--- config.mk ---
export PLATFORM = sky130hd
export DESIGN_NAME = btn_cmd_sequencer
export DESIGN_NICKNAME = d
export VERILOG_FILES = /design/src/rtl/btn_cmd_sequencer.sv
export SDC_FILE = /design/constraint.sdc
export NUM_CORES = 1
export LEC_CHECK = 0
export CAP_MARGIN = 0
export CELL_PAD_IN_SITES_DETAIL_PLACEMENT = 2
export CELL_PAD_IN_SITES_GLOBAL_PLACEMENT = 2
export CORE_AREA = 2 2 39 41
export DETAILED_ROUTE_END_ITERATION = 12
export DIE_AREA = 0 0 41 43
export PLACE_DENSITY = 0.55
export SLEW_MARGIN = 20
export SYNTH_ARGS = -nofsm -noshare
export SYNTH_HDL_FRONTEND = slang
export SYNTH_SLANG_ARGS = --single-unit
--- constraint.sdc ---
create_clock -name clock -period 0.8 [get_ports clock]
set_input_delay 0.08 -clock clock [delete_from_list [all_inputs] [get_ports clock]]
set_output_delay 0.08 -clock clock [all_outputs]
set_load 0.02 [all_outputs]
--- src/rtl/btn_cmd_sequencer.sv ---
// -----------------------------------------------------------------------------
// btn_cmd_sequencer
//
// Purpose:
//   Converts three debounced push-button levels (mode, add, sub) into
//   one-cycle command pulses for the watch interface.
//   - Simultaneous presses resolve to a single owner (mode > add > sub).
//   - add/sub auto-repeat while held, so time fields can be stepped quickly.
//   - Buttons held through reset never produce a command.
//
// Build option:
//   BTN_AUTO_REPEAT_EN  When defined, add/sub presses enter HOLD/REPEAT and
//                       auto-repeat. When undefined, add/sub behave like mode
//                       (single pulse, then wait for release). In that case
//                       the counter is not built and repeat_active is tied 0.
//
// Parameters:
//   HOLD_COUNT    cycles from the first add/sub pulse to the first repeat
//                 pulse (>= 2)
//   REPEAT_COUNT  cycles between consecutive repeat pulses (>= 2)
//
// Ports:
//   clock          system clock
//   reset          synchronous, active-high reset
//   mode_button    debounced mode level
//   add_button     debounced add level
//   sub_button     debounced sub level
//   mode_pulse     one-cycle mode command (registered)
//   add_pulse      one-cycle add command (registered)
//   sub_pulse      one-cycle sub command (registered)
//   repeat_active  high while the FSM is auto-repeating (registered)
// -----------------------------------------------------------------------------
module btn_cmd_sequencer #(
  parameter int HOLD_COUNT   = 50000000,
  parameter int REPEAT_COUNT = 10000000
) (
  input  logic clock,
  input  logic reset,
  input  logic mode_button,
  input  logic add_button,
  input  logic sub_button,
  output logic mode_pulse,
  output logic add_pulse,
  output logic sub_pulse,
  output logic repeat_active
);

  typedef enum logic [1:0] {
    IDLE    = 2'd0,
    HOLD    = 2'd1,
    REPEAT  = 2'd2,
    RELEASE = 2'd3
  } state_t;

  state_t state;
  logic   any_button;

  assign any_button = mode_button | add_button | sub_button;

  // Out-of-range timing parameters leave this marker block in the hierarchy;
  // the counter logic assumes both counts are at least 2.
  if ((HOLD_COUNT < 2) || (REPEAT_COUNT < 2)) begin : g_count_range_violation
  end

`ifdef BTN_AUTO_REPEAT_EN

  typedef enum logic [1:0] {
    OWN_MODE = 2'd0,
    OWN_ADD  = 2'd1,
    OWN_SUB  = 2'd2
  } owner_t;

  localparam logic [31:0] HOLD_LAST   = 32'(HOLD_COUNT - 1);
  localparam logic [31:0] REPEAT_LAST = 32'(REPEAT_COUNT - 1);

  owner_t      owner;
  logic [31:0] cnt;
  logic        owner_level;

  // Level of whichever button currently owns the sequencer; the other
  // buttons are deliberately not looked at while an owner is active.
  always_comb begin
    owner_level = 1'b0;
    case (owner)
      OWN_MODE: owner_level = mode_button;
      OWN_ADD:  owner_level = add_button;
      OWN_SUB:  owner_level = sub_button;
      default:  owner_level = 1'b0;
    endcase
  end

  always_ff @(posedge clock) begin
    if (reset) begin
      // RELEASE (not IDLE) so a button held through reset is not a press.
      state         <= RELEASE;
      owner         <= OWN_MODE;
      cnt           <= '0;
      mode_pulse    <= 1'b0;
      add_pulse     <= 1'b0;
      sub_pulse     <= 1'b0;
      repeat_active <= 1'b0;
    end else begin
      mode_pulse <= 1'b0;
      add_pulse  <= 1'b0;
      sub_pulse  <= 1'b0;

      case (state)
        IDLE: begin
          if (mode_button) begin
            owner      <= OWN_MODE;
            mode_pulse <= 1'b1;
            state      <= RELEASE;
          end else if (add_button) begin
            owner     <= OWN_ADD;
            add_pulse <= 1'b1;
            cnt       <= '0;
            state     <= HOLD;
          end else if (sub_button) begin
            owner     <= OWN_SUB;
            sub_pulse <= 1'b1;
            cnt       <= '0;
            state     <= HOLD;
          end
        end

        HOLD: begin
          if (!owner_level) begin
            state <= RELEASE;
          end else if (cnt == HOLD_LAST) begin
            // Only add/sub reach HOLD, so owner selects between those two.
            add_pulse     <= (owner == OWN_ADD);
            sub_pulse     <= (owner == OWN_SUB);
            repeat_active <= 1'b1;
            cnt           <= '0;
            state         <= REPEAT;
          end else begin
            cnt <= cnt + 32'd1;
          end
        end

        REPEAT: begin
          if (!owner_level) begin
            repeat_active <= 1'b0;
            state         <= RELEASE;
          end else if (cnt == REPEAT_LAST) begin
            add_pulse <= (owner == OWN_ADD);
            sub_pulse <= (owner == OWN_SUB);
            cnt       <= '0;
          end else begin
            cnt <= cnt + 32'd1;
          end
        end

        RELEASE: begin
          // Wait for every button, not just the owner, before re-arming.
          if (!any_button) begin
            state <= IDLE;
          end
        end

        default: state <= RELEASE;
      endcase
    end
  end

`else

  // Without auto-repeat every press is a single pulse followed by RELEASE.
  always_ff @(posedge clock) begin
    if (reset) begin
      state         <= RELEASE;
      mode_pulse    <= 1'b0;
      add_pulse     <= 1'b0;
      sub_pulse     <= 1'b0;
      repeat_active <= 1'b0;
    end else begin
      mode_pulse    <= 1'b0;
      add_pulse     <= 1'b0;
      sub_pulse     <= 1'b0;
      repeat_active <= 1'b0;

      case (state)
        IDLE: begin
          if (mode_button) begin
            mode_pulse <= 1'b1;
            state      <= RELEASE;
          end else if (add_button) begin
            add_pulse <= 1'b1;
            state     <= RELEASE;
          end else if (sub_button) begin
            sub_pulse <= 1'b1;
            state     <= RELEASE;
          end
        end

        RELEASE: begin
          if (!any_button) begin
            state <= IDLE;
          end
        end

        default: state <= RELEASE;
      endcase
    end
  end

`endif

endmodule
### Word-level counts from Yosys, hierarchy flattened

Index checks and enable logic that the tools add are counted.

* flip-flop bits (word level): 5
* output and inout port bits: 4
* input port bits: 5
* word-level logic and storage cells: 23

* multiplexer cells: 8
* bitwise operators: 3
* reduce and logical (&&, ||, !) cells: 5
* equal/unequal tests: 3

Operator list (count)
* $mux W2: 4
* $ne A4 B4 Y1 const B: 1
* $pmux W2 S2: 1
* $reduce_or A4 Y1: 1
* $mux W1: 3
* $reduce_or A3 Y1: 1
* $eq A2 B2 Y1 const B: 1
* $logic_not A2 Y1: 1
* $ne A2 B2 Y1 const B: 1
* $or A1 B1 Y1: 2
* $reduce_and A2 Y1: 1
* $reduce_or A2 Y1: 1
* $not A1 Y1: 1

### Depth between registers and ports, before layout

* depth after elaboration: 4
* mapped depth: 2
* gate-level depth less buffers: 2

### Least setup slack after synthesis

Ideal clock, no wire load.

* path kind: register to register
* from: register state[0]
* to: register sub_pulse
* stages on the path, launching flop included: 3
* clock period less this slack: 0.715 ns
* setup slack: 0.085 ns
* library setup time: 0.059 ns
* data arrival time: 0.656 ns
* cells stage by stage: dfxtp_1 nor4_1 and2_1

* cells in the longest elaborated chain, start to end: 3

Ends and longest elaborated chain
* start: declaration: line 55 `state_t state;`
* start signal: assignment: line 171 `state <= RELEASE;`
* start signal: assignment: line 186 `state <= RELEASE;`
* start signal: assignment: line 189 `state <= RELEASE;`
* $logic_not A2 Y1: line 182 `case (state)`
* $not A1 Y1 (no source line)
* $reduce_or A4 Y1 (no source line)
* end signal: assignment: line 174 `sub_pulse <= 1'b0;`
* end signal: assignment: line 179 `sub_pulse <= 1'b0;`
* end signal: assignment: line 191 `sub_pulse <= 1'b1;`
* end: declaration: line 44 `output logic sub_pulse,`

Every way passes these cells.
A chain may end at the register's enable or synchronous reset.

### Worst setup path in the final report

* from: register sub_pulse
* to: output sub_pulse

No word-level cell between the ends.

==> metrics.md <==
| Metric | Value |
|---|---|
| Run status | `complete, no violations` |
| RSZ-0062 raised after global routing | `true` |
| CTS tree | `done` |
| Gate Count Post-Synth | `11` |
| Largest net degree at the start of global routing | `5` |
| Nets | `28` |
| Tcrit/Tclk final | `95.4%` |
| Compound-Gate Fraction of Synth Area | `0%` |
| MaxCap Viol Count | `0` |
| WL met2 | `155 µm` |
| Area contributors post-synth | `dfxtp_1 (63%), nor4b_1 (6.9%), buf_4 (5.9%)` |
| Synth Area in Simple Gates | `28.4%` |
| Crit Path Class | `reg2out` |
| Vias in the first global route | `144` |
| Synth cell types | `8` |
| Num CTS Buffers | `3` |
| First-pass GRT wire length | `655 µm` |
| Clk Tree Root Cell | `clkbuf_4` |
| Die height | `43 µm` |
| Yosys top cell area share | `62.7%` |
| Final Hold Violating Endpoints | `0` |
| Critical path peak fanout | `1` |
| Worst Setup Slack, final | `0.0371 ns` |
| Max incr delay on CP | `0.29 ns` |
| Wire length on met3 | `71 µm` |
| Highest metal layer with signal wires | `met4` |
| Synth-to-layout area growth | `87.3%` |
| Crit path time final | `0.763 ns` |
| CP required | `0.72 ns` |
| Detail Placement HPWL | `265 µm` |
| Synth area leader | `dfxtp_1` |
| Critical Path Slowest Stage Cell | `dfxtp_1` |
| Post-Syn Area | `128 µm²` |
| FILL cells | `159` |
| Iter 0 DRT Violations | `1` |
| Crit path arrival time | `0.68 ns` |
| Crit path buffers/inverters | `1` |
| Worst slack at placement | `-0.361 ns` |
| Synth warn | `0` |
| DR vias/cell | `3.38` |
| Final Wtd Congestion | `0.520` |
| DRT Wirelength | `366 µm` |
| Mux contribution to synthesized area | `0%` |
| Avg Cell Area, Syn | `11.6 µm²` |
| Setup crit start kind | `flip-flop` |
| H-tree Lvls | `1` |
| Hold Path Class | `in2reg` |
| Reg clk slew, reported paths | `0.04 ns` |
| Post-synthesis sequential area ratio | `62.7%` |
| Crit end category | `output pin` |
| DRT antenna net count | `0` |
| Total GRT Usage | `6.94%` |
| Layout Skew | `0.000207 ns` |
| Die width | `41 µm` |
| Port buffer count | `7` |
| Die area | `1760 µm²` |
| Post-synthesis async set-or-reset flop share | `0%` |
| Lkg Pwr | `0.0980 nW` |
| # hold bufs at CTS | `0` |
| Design area | `239 µm²` |
| Largest family of logic cells by synthesized area | `simple AND/OR/NAND/NOR gates` |
| Slew Viols, Final | `0` |
| Post-synth EDFFs | `0` |
| Setup-failing EPs final | `0` |
| #FFs+latches synth | `4` |
| Met1 WL | `122 µm` |
| Drt drc | `0` |
| Setup repair bufs after CTS | `0` |
| IR Drop Worst-Case VDD | `535 µV` |
| Max Clock Freq | `1.31 GHz` |
| Clock Tree Buf Depth | `2` |
| Antenna diode count | `0` |
| Rows | `14` |
| Share of cells above drive strength 1 | `42.9%` |
| Top cell family by delay on the critical path | `flip-flops` |
| Starting Density | `9.22%` |
| Worst path cell trace | `buf_4` |
| TritonCTS sink count | `4` |
| Most frequent cell after synthesis | `dfxtp_1` |
| Prevailing post-synth register cell | `dfxtp_1` |
| Detailed-route wire length per cell | `9.89 µm` |
| Vias | `125` |
| XOR/XNOR share of the synthesized area | `0%` |
| Core area | `1380 µm²` |
| Pre-Repair DR Iteration Count | `2` |
| Latest clock arrival within the worst-skew pair | `0.24 ns` |
| Syn Nets | `16` |
| PwrDens | `2110 nW/µm²` |
| Synth Area in Adders | `0%` |
| Placed cell area | `218 µm²` |
| Initial antenna violation count | `0` |
| # IOs | `9` |
| Total gr overflow | `0` |
metrics by stage:
stage               util (%)  power (W)  instances  hold WS [ns]  TNS [ns]
CTS                     16.1   0.000523         37         0.169         0
detailed placement      15.7   0.000247         34         0.456     -1.57
global placement        15.7   0.000244         34         0.429     -1.33
floorplan                  -   0.000219         11         0.156         0
finish                  17.3   0.000504         37         0.174         0
global route            17.3   0.000542         37         0.209   -0.0204
state kept, by name, indices dropped and copies added (netlist names):
| register | flops |
|---|---|
| mode_pulse | 1 |
| state | 1 |
| sub_pulse | 1 |
| add_pulse | 1 |
area by class of cell:
| type | count | area (µm²) | share of cell area [%] |
|---|---|---|---|
| flip-flops and latches | 4 | 81.3 | 34.0 |
| clock buffers | 3 | 22.5 | 9.42 |
| multi-input cells | 6 | 46.3 | 19.4 |
| repair buffers | 8 | 68.8 | 28.8 |
| well taps | 16 | 20.0 | 8.38 |
worst paths after layout:
path / startpoint / end / slack [ns] / depth (start not counted)
hold / removal: reset / state[0]$_SDFFE_PP1P_ / 0.17 / 2
setup / recovery: sub_pulse$_SDFF_PP0_ / sub_pulse / 0.04 / 1
hold reg to reg: state[0]$_SDFFE_PP1P_ / add_pulse$_SDFF_PP0_ / 0.45 / 1
setup reg to reg: state[0]$_SDFFE_PP1P_ / sub_pulse$_SDFF_PP0_ / 0.05 / 2
placed cells by master, fill, tap and decap left out:
cell type | synthesis | final
buf_6 | 0 | 1
nor4_2 | 0 | 1
buf_4 | 1 | 3
dfxtp_1 | 4 | 3
or4_1 | 1 | 1
dlygate4sd2_1 | 0 | 4
dfxtp_2 | 0 | 1
nor3b_1 | 1 | 1
nor4b_1 | 1 | 1
conb_1 | 1 | 1
clkbuf_4 | 0 | 3
and2_1 | 1 | 1
power by group:
group	internal (W)	total (W)	switching, W
Clock	0.000169	0.000267	0.0000979
Combinational	0.0000172	0.0000331	0.0000159
Sequential	0.000203	0.000205	0.00000161
Total	0.000389	0.000504	0.000115
metal layers:
metal	vias up	GRT usage (%)
met5	-	0
met4	0	6.00
met3	2	9.42
met2	12	7.81
met1	53	5.50
li1	58	-
cell families after synthesis:
logic type	count (synthesis)
flops	4
simple gates	5
buf+inv	1
other cells	1
repair_timing:
item | in CTS | in global routing
gates resized for setup | 17 | 5
pin swaps | 1 | 2
setup endpoints to repair | 5 | 5
Note: power is estimated with default switching activity, not from simulation.
==> edit: new RTL, same settings <==
The 4 states of `state_t` get a one-hot encoding in 4 bits.
--- a/src/rtl/btn_cmd_sequencer.sv
+++ b/src/rtl/btn_cmd_sequencer.sv
@@ -47,7 +47,7 @@
 
-  typedef enum logic [1:0] {
-    IDLE    = 2'd0,
-    HOLD    = 2'd1,
-    REPEAT  = 2'd2,
-    RELEASE = 2'd3
+  typedef enum logic [3:0] {
+    IDLE    = 4'b0001,
+    HOLD    = 4'b0010,
+    REPEAT  = 4'b0100,
+    RELEASE = 4'b1000
   } state_t;
Check against the original RTL: same outputs for any inputs over 10 cycles, from zero or initial values and one cycle with reset high; not proved beyond that.
==> edit against the unedited design <==
- the run now ends with setup timing left
- worst setup slack worse by 0.12 ns
- total power increased by 16%
- area after synthesis up 37%
- final area up 24%
- routed wire length increased by 17%
- largest cell class unchanged
- sequential cell count is 1 higher
- combinational power increased by 41%
- count of clock-buffer cells in the layout increased by 1
- non-clock buffer count is 2 higher
- die area unchanged
==> edit: results <==
group,metric,value,unit
worst_setup_path,critPathArrivalTime,1.00,ns
global_routing,met1_usage,5.79,%
sta,fin_ws,-0.0834,ns
global_routing,use_met3,6.28,%
run_status,violations,"setup timing",
sta,finalSetupViolCount,2,
synthesis,yosys.cell_types.count,11,
synthesis,seq_area_frac_synth,57.1,%
routing,wire_per_inst,9.49,um
worst_setup_path,crit_slowest_cell,"dfxtp_2",
finish,fin_nets,35,
synthesis,synth-xor-area-share,5.00,%
sta,fin_setup_tns,-0.114,ns
finish,drive_gt1_share,58.6,%
synthesis,synth-adder-area-share,0,%
global_routing,grt.total_usage,6.93,%
pwr,max-vdd-ir-drop,0.641,mV
global_routing,grt_pass1_wl,690,um
global_routing,grt_max_degree,4,
worst_setup_path,max_stage_delay,0.33,ns
synthesis,synth_edf_count,0,
sta,finalClockSkew,0.00109,ns
worst_setup_path,regToRegSetupSlack,-0.08,ns
global_routing,use_met2,9.38,%
run_status,outcome,"finished, violations left",
worst_setup_path,r2r_end,"state[3]",
place,detailed_place.area,280,um^2
worst_setup_path,crit_start,"state[3]",
place,gp_congestion,0.519,
global_routing,grt_pass1_vias,180,
[edit: tightest hold or removal path, cell delays in order]
cell and delay [ns]:
buf_2 0.09, or3_4 0.11, nor3_1 0.04
[edit: cell type report]
class,instances,area [um^2]
multi-input cells,10,80.1
flip-flops and latches,5,103
repair buffers,10,67.6
clock buffers,4,26.3
well taps,16,20.0
fillers,160,1090
[edit: metrics by stage]
stage	utilization, %	std cells	worst slack (ns)
CTS	20.9	45	-0.0807
detailed placement	20.3	41	-0.588
finish	21.4	45	-0.0834
global placement	20.3	41	-0.587
floorplan	-	16	-0.104
global route	21.4	45	-0.122
[edit: worst min path at each step]
stage	start	endpoint	slack [ns]	depth (start not counted)
final	reset	state[0]	0.13	3
after global routing	reset	state[0]	0.12	3
after CTS	reset	state[0]	0.13	3
after detailed placement	state[0]	state[0]	0.57	2
after global placement	state[0]	state[0]	0.54	2
after floorplan	sub_button	state[0]	0.16	1
[edit: logic make-up (layout without fill, tap and decap cells)]
kind of cell / count (synthesis) / after routing
XOR/XNOR: 1 / 1
buffers and inverters: 1 / 14
flip-flops: 5 / 5
other: 1 / 1
AND/OR/NAND/NOR: 8 / 8
[edit: power by group]
part           internal, W  total [W]  switching [W]
clock network     0.000188   0.000281      0.0000929
logic            0.0000288  0.0000468      0.0000180
registers         0.000254   0.000256     0.00000268
total             0.000470   0.000584       0.000114
[edit: timing repair]
action / 4_1_cts / 5_1_grt
setup buffers: 0 / 0
pin swaps: 3 / 0
endpoints found under the setup margin: 8 / 4
hold buffers: 0 / 0
resized for setup: 25 / 1
[edit: layer usage]
layer,up-vias,share of wire (%)
li1,79,-
met1,67,41
met2,8,46
met3,2,11
met4,0,1.4
met5,-,0
